$ cat config.mk
export PLATFORM = sky130hd
export DESIGN_NAME = decoy_decoder
export DESIGN_NICKNAME = d
export VERILOG_FILES = /design/src/rtl/decoy_pkg.sv /design/src/rtl/decoy_window_classifier.sv /design/src/rtl/decoy_decoder.sv
export SDC_FILE = /design/constraint.sdc
export NUM_CORES = 1
export LEC_CHECK = 0
export ABC_CLOCK_PERIOD_IN_PS = 5390
export BUFFER_PORTS_ARGS = -buffer_cell sky130_fd_sc_hd__buf_2
export CORE_UTILIZATION = 35
export CTS_BUF_LIST = sky130_fd_sc_hd__clkbuf_2
export DETAILED_ROUTE_END_ITERATION = 6
export GPL_TIMING_DRIVEN = 0
export MAX_ROUTING_LAYER = met4
export PLACE_DENSITY_LB_ADDON = 0.2
export SYNTH_ARGS = -nofsm -noshare
export SYNTH_HDL_FRONTEND = slang
export SYNTH_SLANG_ARGS = --single-unit
$ cat constraint.sdc
create_clock -name clk240 -period 5.39 [get_ports clk240]
set_input_delay 0.8085 -clock clk240 [delete_from_list [all_inputs] [get_ports clk240]]
set_output_delay 0.8085 -clock clk240 [all_outputs]
set_load 0.05 [all_outputs]
$ cat src/rtl/decoy_pkg.sv
// Shared constants for the decoy symbol receive path: window length,
// the four legal window patterns, symbol codes and FSM state encoding.
package decoy_pkg;

    localparam int unsigned SYM_LEN = 6;

    // Window patterns written w[0] (first sample) in the MSB .. w[5] in the LSB
    localparam logic [5:0] PAT_SYM00 = 6'b000000;
    localparam logic [5:0] PAT_SYM01 = 6'b111000;
    localparam logic [5:0] PAT_SYM10 = 6'b000111;
    localparam logic [5:0] PAT_SYM11 = 6'b111111;

    localparam logic [1:0] SYM_00 = 2'b00;
    localparam logic [1:0] SYM_01 = 2'b01;
    localparam logic [1:0] SYM_10 = 2'b10;
    localparam logic [1:0] SYM_11 = 2'b11;

    localparam logic [2:0] PHASE_MAX = 3'd5;

    typedef enum logic [1:0] {
        ST_IDLE = 2'b00,
        ST_ARM  = 2'b01,
        ST_SKIP = 2'b10,
        ST_RUN  = 2'b11
    } state_t;

    // Phase offsets beyond the last sample slot are treated as the last slot
    function automatic logic [2:0] clamp_phase(input logic [2:0] phase);
        if (phase > PHASE_MAX) begin
            return PHASE_MAX;
        end else begin
            return phase;
        end
    endfunction

endpackage

$ cat src/rtl/decoy_window_classifier.sv
// Maps one complete 6-sample window onto its 2-bit decoy symbol.
// Purely combinational; anything that is not one of the four legal
// patterns reports symbol 00 with the error flag raised.
module decoy_window_classifier
    import decoy_pkg::*;
(
    input  logic [5:0] win,
    output logic [1:0] sym,
    output logic       err
);

    // Pattern lookup with an explicit illegal-pattern fallback
    always_comb begin
        sym = SYM_00;
        err = 1'b0;
        case (win)
            PAT_SYM00: begin sym = SYM_00; err = 1'b0; end
            PAT_SYM01: begin sym = SYM_01; err = 1'b0; end
            PAT_SYM10: begin sym = SYM_10; err = 1'b0; end
            PAT_SYM11: begin sym = SYM_11; err = 1'b0; end
            default:   begin sym = SYM_00; err = 1'b1; end
        endcase
    end

endmodule

$ cat src/rtl/decoy_decoder.sv
// Decoy symbol decoder: aligns to the PPS-started symbol grid, collects
// one window of monitor samples per symbol, classifies it one cycle after
// the last sample and keeps lock state plus symbol/error statistics.
module decoy_decoder #(
    parameter int SYM_LEN   = decoy_pkg::SYM_LEN,
    parameter int LOCK_GOOD = 8,
    parameter int ERR_W     = 16
) (
    input  logic             clk240,
    input  logic             rstn_240,
    input  logic             enable_i,
    input  logic             clear_i,
    input  logic             pps_i,
    input  logic [2:0]       phase_i,
    input  logic             pulse_i,
    output logic [1:0]       sym_o,
    output logic             sym_valid_o,
    output logic             sym_err_o,
    output logic             locked_o,
    output logic [31:0]      sym_cnt_o,
    output logic [ERR_W-1:0] err_cnt_o
);
    import decoy_pkg::*;

    localparam int               GOOD_W    = $clog2(LOCK_GOOD + 1);
    localparam logic [GOOD_W-1:0] GOOD_MAX = GOOD_W'(LOCK_GOOD);
    localparam logic [2:0]       LAST_SLOT = 3'(SYM_LEN - 1);
    localparam logic [ERR_W-1:0] ERR_MAX   = {ERR_W{1'b1}};

    state_t            state_r;
    logic              pps_prev_r;
    logic [2:0]        skip_r;
    logic [2:0]        slot_r;
    logic [5:0]        win_r;
    logic              win_done_r;
    logic [GOOD_W-1:0] good_r;

    logic [1:0]        cls_sym_s;
    logic              cls_err_s;
    logic              strobe_s;
    logic [GOOD_W-1:0] good_next_s;

    // win_r holds a complete window in the cycle after its last sample
    decoy_window_classifier u_classifier (
        .win (win_r),
        .sym (cls_sym_s),
        .err (cls_err_s)
    );

    assign strobe_s    = win_done_r & enable_i;
    assign good_next_s = (good_r == GOOD_MAX) ? GOOD_MAX : good_r + GOOD_W'(1);

    // Alignment FSM, window shift register and registered symbol outputs
    always_ff @(posedge clk240 or negedge rstn_240) begin
        if (!rstn_240) begin
            state_r     <= ST_IDLE;
            pps_prev_r  <= 1'b0;
            skip_r      <= 3'd0;
            slot_r      <= 3'd0;
            win_r       <= 6'd0;
            win_done_r  <= 1'b0;
            sym_o       <= 2'b00;
            sym_err_o   <= 1'b0;
            sym_valid_o <= 1'b0;
        end else begin
            pps_prev_r  <= pps_i;
            sym_valid_o <= 1'b0;
            win_done_r  <= 1'b0;
            if (strobe_s) begin
                sym_o       <= cls_sym_s;
                sym_err_o   <= cls_err_s;
                sym_valid_o <= 1'b1;
            end
            if (!enable_i) begin
                // Dropping enable abandons the grid; a partial window is lost
                state_r <= ST_IDLE;
                skip_r  <= 3'd0;
                slot_r  <= 3'd0;
                win_r   <= 6'd0;
            end else begin
                case (state_r)
                    ST_IDLE: begin
                        slot_r <= 3'd0;
                        win_r  <= 6'd0;
                        // A PPS already high at enable is not a usable edge
                        if (!pps_i) begin
                            state_r <= ST_ARM;
                        end
                    end
                    ST_ARM: begin
                        if (pps_i && !pps_prev_r) begin
                            slot_r <= 3'd0;
                            win_r  <= 6'd0;
                            skip_r <= clamp_phase(phase_i);
                            if (clamp_phase(phase_i) == 3'd0) begin
                                state_r <= ST_RUN;
                            end else begin
                                state_r <= ST_SKIP;
                            end
                        end
                    end
                    ST_SKIP: begin
                        if (skip_r <= 3'd1) begin
                            skip_r  <= 3'd0;
                            slot_r  <= 3'd0;
                            state_r <= ST_RUN;
                        end else begin
                            skip_r <= skip_r - 3'd1;
                        end
                    end
                    ST_RUN: begin
                        // Later PPS edges are ignored; the grid is free-running
                        win_r <= {win_r[4:0], pulse_i};
                        if (slot_r == LAST_SLOT) begin
                            slot_r     <= 3'd0;
                            win_done_r <= 1'b1;
                        end else begin
                            slot_r <= slot_r + 3'd1;
                        end
                    end
                    default: begin
                        state_r <= ST_IDLE;
                    end
                endcase
            end
        end
    end

    // Lock tracking and symbol/error statistics, updated with the strobe
    always_ff @(posedge clk240 or negedge rstn_240) begin
        if (!rstn_240) begin
            good_r    <= '0;
            locked_o  <= 1'b0;
            sym_cnt_o <= 32'd0;
            err_cnt_o <= '0;
        end else if (clear_i) begin
            good_r    <= '0;
            locked_o  <= 1'b0;
            sym_cnt_o <= 32'd0;
            err_cnt_o <= '0;
        end else if (strobe_s) begin
            sym_cnt_o <= sym_cnt_o + 32'd1;
            if (cls_err_s) begin
                good_r   <= '0;
                locked_o <= 1'b0;
                if (err_cnt_o != ERR_MAX) begin
                    err_cnt_o <= err_cnt_o + ERR_W'(1);
                end
            end else begin
                good_r   <= good_next_s;
                locked_o <= (good_next_s == GOOD_MAX);
            end
        end else if (state_r == ST_IDLE) begin
            good_r   <= '0;
            locked_o <= 1'b0;
        end
    end

endmodule
**Word-level counts from Yosys, hierarchy flattened**

Cells that the tools add are included.

- Bits in registers: 73

- $lt $le $gt $ge: 2
- Mux-type cells: 42
- Reduce and logical (&&, ||, !) cells: 14
- Add/sub/neg operators: 5
- Equal/unequal tests: 17
- Bitwise logic cells: 1

Operator list:

| operator | count |
|---|---|
| two-way mux 16 bit | 4 |
| two-way mux 32 bit | 2 |
| adder 32 x 1 -> 32 bit, second input constant | 1 |
| two-way mux 3 bit | 10 |
| two-way mux 4 bit | 5 |
| one-hot mux 6 bit (3 select lines) | 1 |
| adder 16 x 1 -> 16 bit, second input constant | 1 |
| != test 16 bit, second input constant | 1 |
| == test 6 bit, second input constant | 2 |
| two-way mux 6 bit | 2 |
| one-hot mux 2 bit (3 select lines) | 2 |
| one-hot mux 3 bit (4 select lines) | 1 |
| two-way mux 1 bit | 10 |
| != test 3 bit, second input constant | 3 |
| == test 4 bit, second input constant | 2 |
| two-way mux 2 bit | 4 |
| != test 4 x 1 -> 1 bit, second input constant | 2 |
| == test 6 x 3 -> 1 bit, second input constant | 1 |
| zero test 6 bit | 1 |
| one-hot mux 3 bit (2 select lines) | 1 |
| AND reduction 2 bit | 3 |
| adder 4 x 1 -> 4 bit, second input constant | 1 |
| == test 2 bit, second input constant | 2 |
| AND reduction 4 bit | 1 |
| other kinds (17) | 18 |

**Depth between registers and ports, before layout**

- Depth after elaboration: 10
- Depth in mapped cells: 8
- Gate-level depth less buffers: 7

**By module**

From an unflattened synthesis, not the netlist that was laid out.

- Cells, all modules: 432
- Area total of the unflattened synthesis: 3978.8 µm²

Modules (own cells, without submodules):

| module | cells each | instances | area each (µm²) |
|---|---|---|---|
| decoy_decoder | 425 | 1 | 3937.5 |
| decoy_window_classifier | 7 | 1 | 41.3 |

**Worst setup path before layout**

Ideal clock, no wire load.

- Path type: register -> register
- From: reg err_cnt_o[0]
- To: reg err_cnt_o[1]
- Clock period less this slack: 2.089 ns
- Stages on the path, launching flop included: 8
- Arrival time: 1.957 ns
- Library setup time: 0.132 ns
- Path buffers: 1
- Data required time: 5.258 ns
- Setup slack: 3.301 ns
- Cell sequence: dfrtp_1 ha_1 nand2_1 or2_2 o211ai_2 buf_2 mux2i_1 nor2_1

- Longest elaborated chain between the ends: 5
- Elaborated cells between the ends (all ways): 8
- Classes of those cells: add/sub (1); eq/ne (1); mux (4); reduce/logical (2)

RTL lines:

| item | RTL line | source |
|---|---|---|
| start: declaration | decoy_decoder.sv:21 | `output logic [ERR_W-1:0] err_cnt_o` |
| start signal: assignment | decoy_decoder.sv:147 | `err_cnt_o <= err_cnt_o + ERR_W'(1);` |
| adder 16 x 1 -> 16 bit | decoy_decoder.sv:147 |  |
| two-way mux 16 bit | decoy_decoder.sv:146 | `if (err_cnt_o != ERR_MAX) begin` |
| two-way mux 16 bit | decoy_decoder.sv:143 | `if (cls_err_s) begin` |
| two-way mux 16 bit | decoy_decoder.sv:141 | `end else if (strobe_s) begin` |
| two-way mux 16 bit | decoy_decoder.sv:136 | `end else if (clear_i) begin` |

Parallel ways exist; a longest one is shown, timed or not. The select of a mux whose other input is x is not followed.
A chain may end at the register's enable or synchronous reset.

**Worst setup path after layout**

- From: reg err_cnt_o[6]
- To: out err_cnt_o[6]

No word-level cell between the ends.

==> metrics.md <==
| Metric | Value |
|---|---|
| Htree depth | `3` |
| Post-CTS sizing | `0` |
| Crit path kind | `reg -> out` |
| Status | `finished, final reports clean` |
| P_int | `835 µW` |
| First-pass GRT wire length | `14.5 mm` |
| Area fraction of the dominant cell type after synthesis | `0.485` |
| CP arrival | `1.37 ns` |
| Leakage Power | `2.08 nW` |
| Buffers plus inverters on the worst setup path | `1` |
| Clk pwr share | `0.354` |
| Post-synth net total | `414` |
| Seq/Total Area, Yosys | `0.485` |
| Pin count of the biggest net entering global routing | `38` |
| Area Growth Syn to Fin | `17.5%` |
| Worst-Margin Slew | `0.722 ns` |
| Grt total ovfl | `0` |
| Wire per inst | `14.1 µm` |
| Synth top cells by count | `73 x dfrtp_1, 44 x nor2_1, 37 x nand2_1, 31 x o21ai_0, 27 x xor2_1` |
| YS warnings | `0` |
| Worst-path maximum fanout | `7` |
| Clk slew on worst S/H paths | `0.22 ns` |
| Diode count | `0` |
| Hold crit path type | `in -> async` |
| PortBufs | `60` |
| Root Buffer | `clkbuf_2` |
| Sw frac | `0.284` |
| Fmax | `0.460 GHz` |
| Worst Skew | `0.0347 ns` |
| Power Dens Cells | `264 nW/µm²` |
| TritonCTS clock tree | `yes` |
| Deepest clock path buffer count | `2` |
| Net Switching | `332 µW` |
| Peak supply drop | `0.000179 V` |
| Setup TNS | `0 ns` |
| Initial antenna violation count | `0` |
| DRC | `0` |
| Core area | `10400 µm²` |
| Rows | `37` |
| Final Net Count | `486` |
| RSZ-0062 raised after global routing | `no` |
| WP data required | `4.58 ns` |
| Initial core utilization | `0.363` |
| Final WL | `8.59 mm` |
| Clock sink count | `73` |
| Top-count cell post-synth | `dfrtp_1` |
| DP HPWL | `6.17 mm` |
| Cells after Synth | `395` |
| EDFF count, synth | `0` |
| Tmin final | `2.17 ns` |
| Area contributors post-synth | `dfrtp_1 48%, xor2_1 6.3%, nor2_1 4.4%, o21ai_0 4.1%, nand2_1 3.7%` |
| Postcts setup bufs | `0` |
| Chip Width | `106 µm` |
| Flop pwr share | `0.493` |
| Rel. slew slack | `0.514` |
| Hold Vio Cnt, Final | `0` |
| Crit start category | `flop` |
| Mapped Area | `3770 µm²` |
| CP peak stage delay | `0.52 ns` |
| Ys async rst share | `1.00` |
| Mean Syn Cell Area | `9.54 µm²` |
| Clk Latency, worst-skew pair | `0.53 ns` |
| Total Power | `1.17 mW` |
| Slew Viols, Final | `0` |
| Vias in the first global route | `3027` |
| Post-DRT Antenna Nets | `0` |
| Via count | `3106` |
| Post-synthesis register bit count | `73` |
| First-pass iteration count of the detailed router | `4` |
| Gpl congestion | `0.805` |
| Synth cell types | `52` |
| CP Capture Type | `output port` |
| Vias per cell | `5.11` |
| Die area | `11200 µm²` |
| Gate power share | `0.153` |
| DRT iter0 DRCs | `119` |
| Period utilisation layout | `0.403` |
| Crit path max-delay cell type | `dfrtp_1` |
| Max-capacitance violation count | `0` |
| Dominant cell type by area after synthesis | `dfrtp_1` |
| Total GRT Usage | `0.170` |
| Top FF cell, synth | `dfrtp_1` |
| CTS Buf Count | `9` |
| Hold Buf Count CTS | `0` |
| Crit path cell chain | `buf_2` |
| Final setup vio count | `0` |
| Die height | `106 µm` |
| Layout cells sized above 1 | `0.203` |
| CP delay by family, top | `flip-flops` |
| Num ports | `62` |
## routing by layer
layer,vias up,GRT usage,part of all wire
li1,1539,-,-
met1,1503,0.215,0.47
met2,54,0.264,0.47
met3,10,0.0359,0.040
met4,0,0.0744,0.015
met5,-,-,0
## sequential cells by signal (all words and copies together) (netlist names)
register	count
locked_o	1
state_r	2
sym_o	2
err_cnt_o	16
slot_r	3
win_done_r	1
good_r	4
skip_r	3
sym_valid_o	1
pps_prev_r	1
win_r	6
sym_err_o	1
sym_cnt_o	32
## worst paths after layout
path	start	end	slack (ns)	cells past startpoint
max	err_cnt_o[6]	err_cnt_o[6]	3.22	1
min	rstn_240	err_cnt_o[3]	0.20	1
max reg2reg	state_r[0]	state_r[0]	3.29	8
min reg2reg	locked_o	locked_o	0.51	2
max in group asynchronous	rstn_240	good_r[1]	4.58	2
min in group clk240	pps_i	pps_prev_r	0.40	1
## stage by stage
step | util | std cells | cell area [µm²] | hold slack (ns) | setup slack [ns]
after floorplan | - | 395 | 3770 | 0.465 | 3.30
final | 0.427 | 608 | 4430 | 0.203 | 3.22
after global routing | 0.427 | 608 | 4430 | 0.173 | 3.10
after detailed placement | 0.411 | 592 | 4260 | 0.457 | 3.00
after global placement | 0.409 | 591 | 4240 | 0.468 | 2.98
after CTS | 0.427 | 608 | 4430 | 0.172 | 3.16
## cells in the final DEF (no fill, tap or decap), types with 4 or more instances in the layout
cell type and instances:
dfrtp_1 73, buf_2 62, nor2_1 44, nand2_1 37, o21ai_0 31, xor2_1 27
nand3_1 25, a21oi_1 19, nand4_1 18, or3_1 14, inv_1 11, ha_1 10
clkbuf_2 10, clkbuf_1 9, nor3_1 8, and3_1 6, nor2b_1 4, xnor2_1 4
## cells by family (layout without fill, tap and decap cells)
logic type	after synthesis	count (layout)	synth area share
and+or+nand+nor	180	180	0.252
AOI/OAI and AO/OA	71	71	0.114
buffers and inverters	26	103	0.0325
muxes	4	4	0.0113
xor gates and xnor gates	31	31	0.0721
adders and majority gates	10	10	0.0332
DFF	73	73	0.485
## power groups by stage
stage,Sequential (mW),Clock (mW),Combinational (mW)
6_report,0.575,0.413,0.179
5_1_grt,0.578,0.453,0.204
4_1_cts,0.575,0.431,0.182
3_5_place_dp,0.585,0,0.181
3_3_place_gp,0.584,0,0.173
2_1_floorplan,0.582,0,0.130
## area by class of cell
| class | instances | area, µm² |
|---|---|---|
| timing repair buffer | 61 | 323 |
| sequential | 73 | 1830 |
| clock inverter | 6 | 115 |
| tap | 136 | 170 |
| multi-input combinational | 296 | 1820 |
| clock buffer | 10 | 50.0 |
| fill | 1067 | 5940 |
| inverter | 12 | 46.3 |
| buffer | 14 | 76.3 |
No activity file was read; power rests on OpenSTA's default activity.
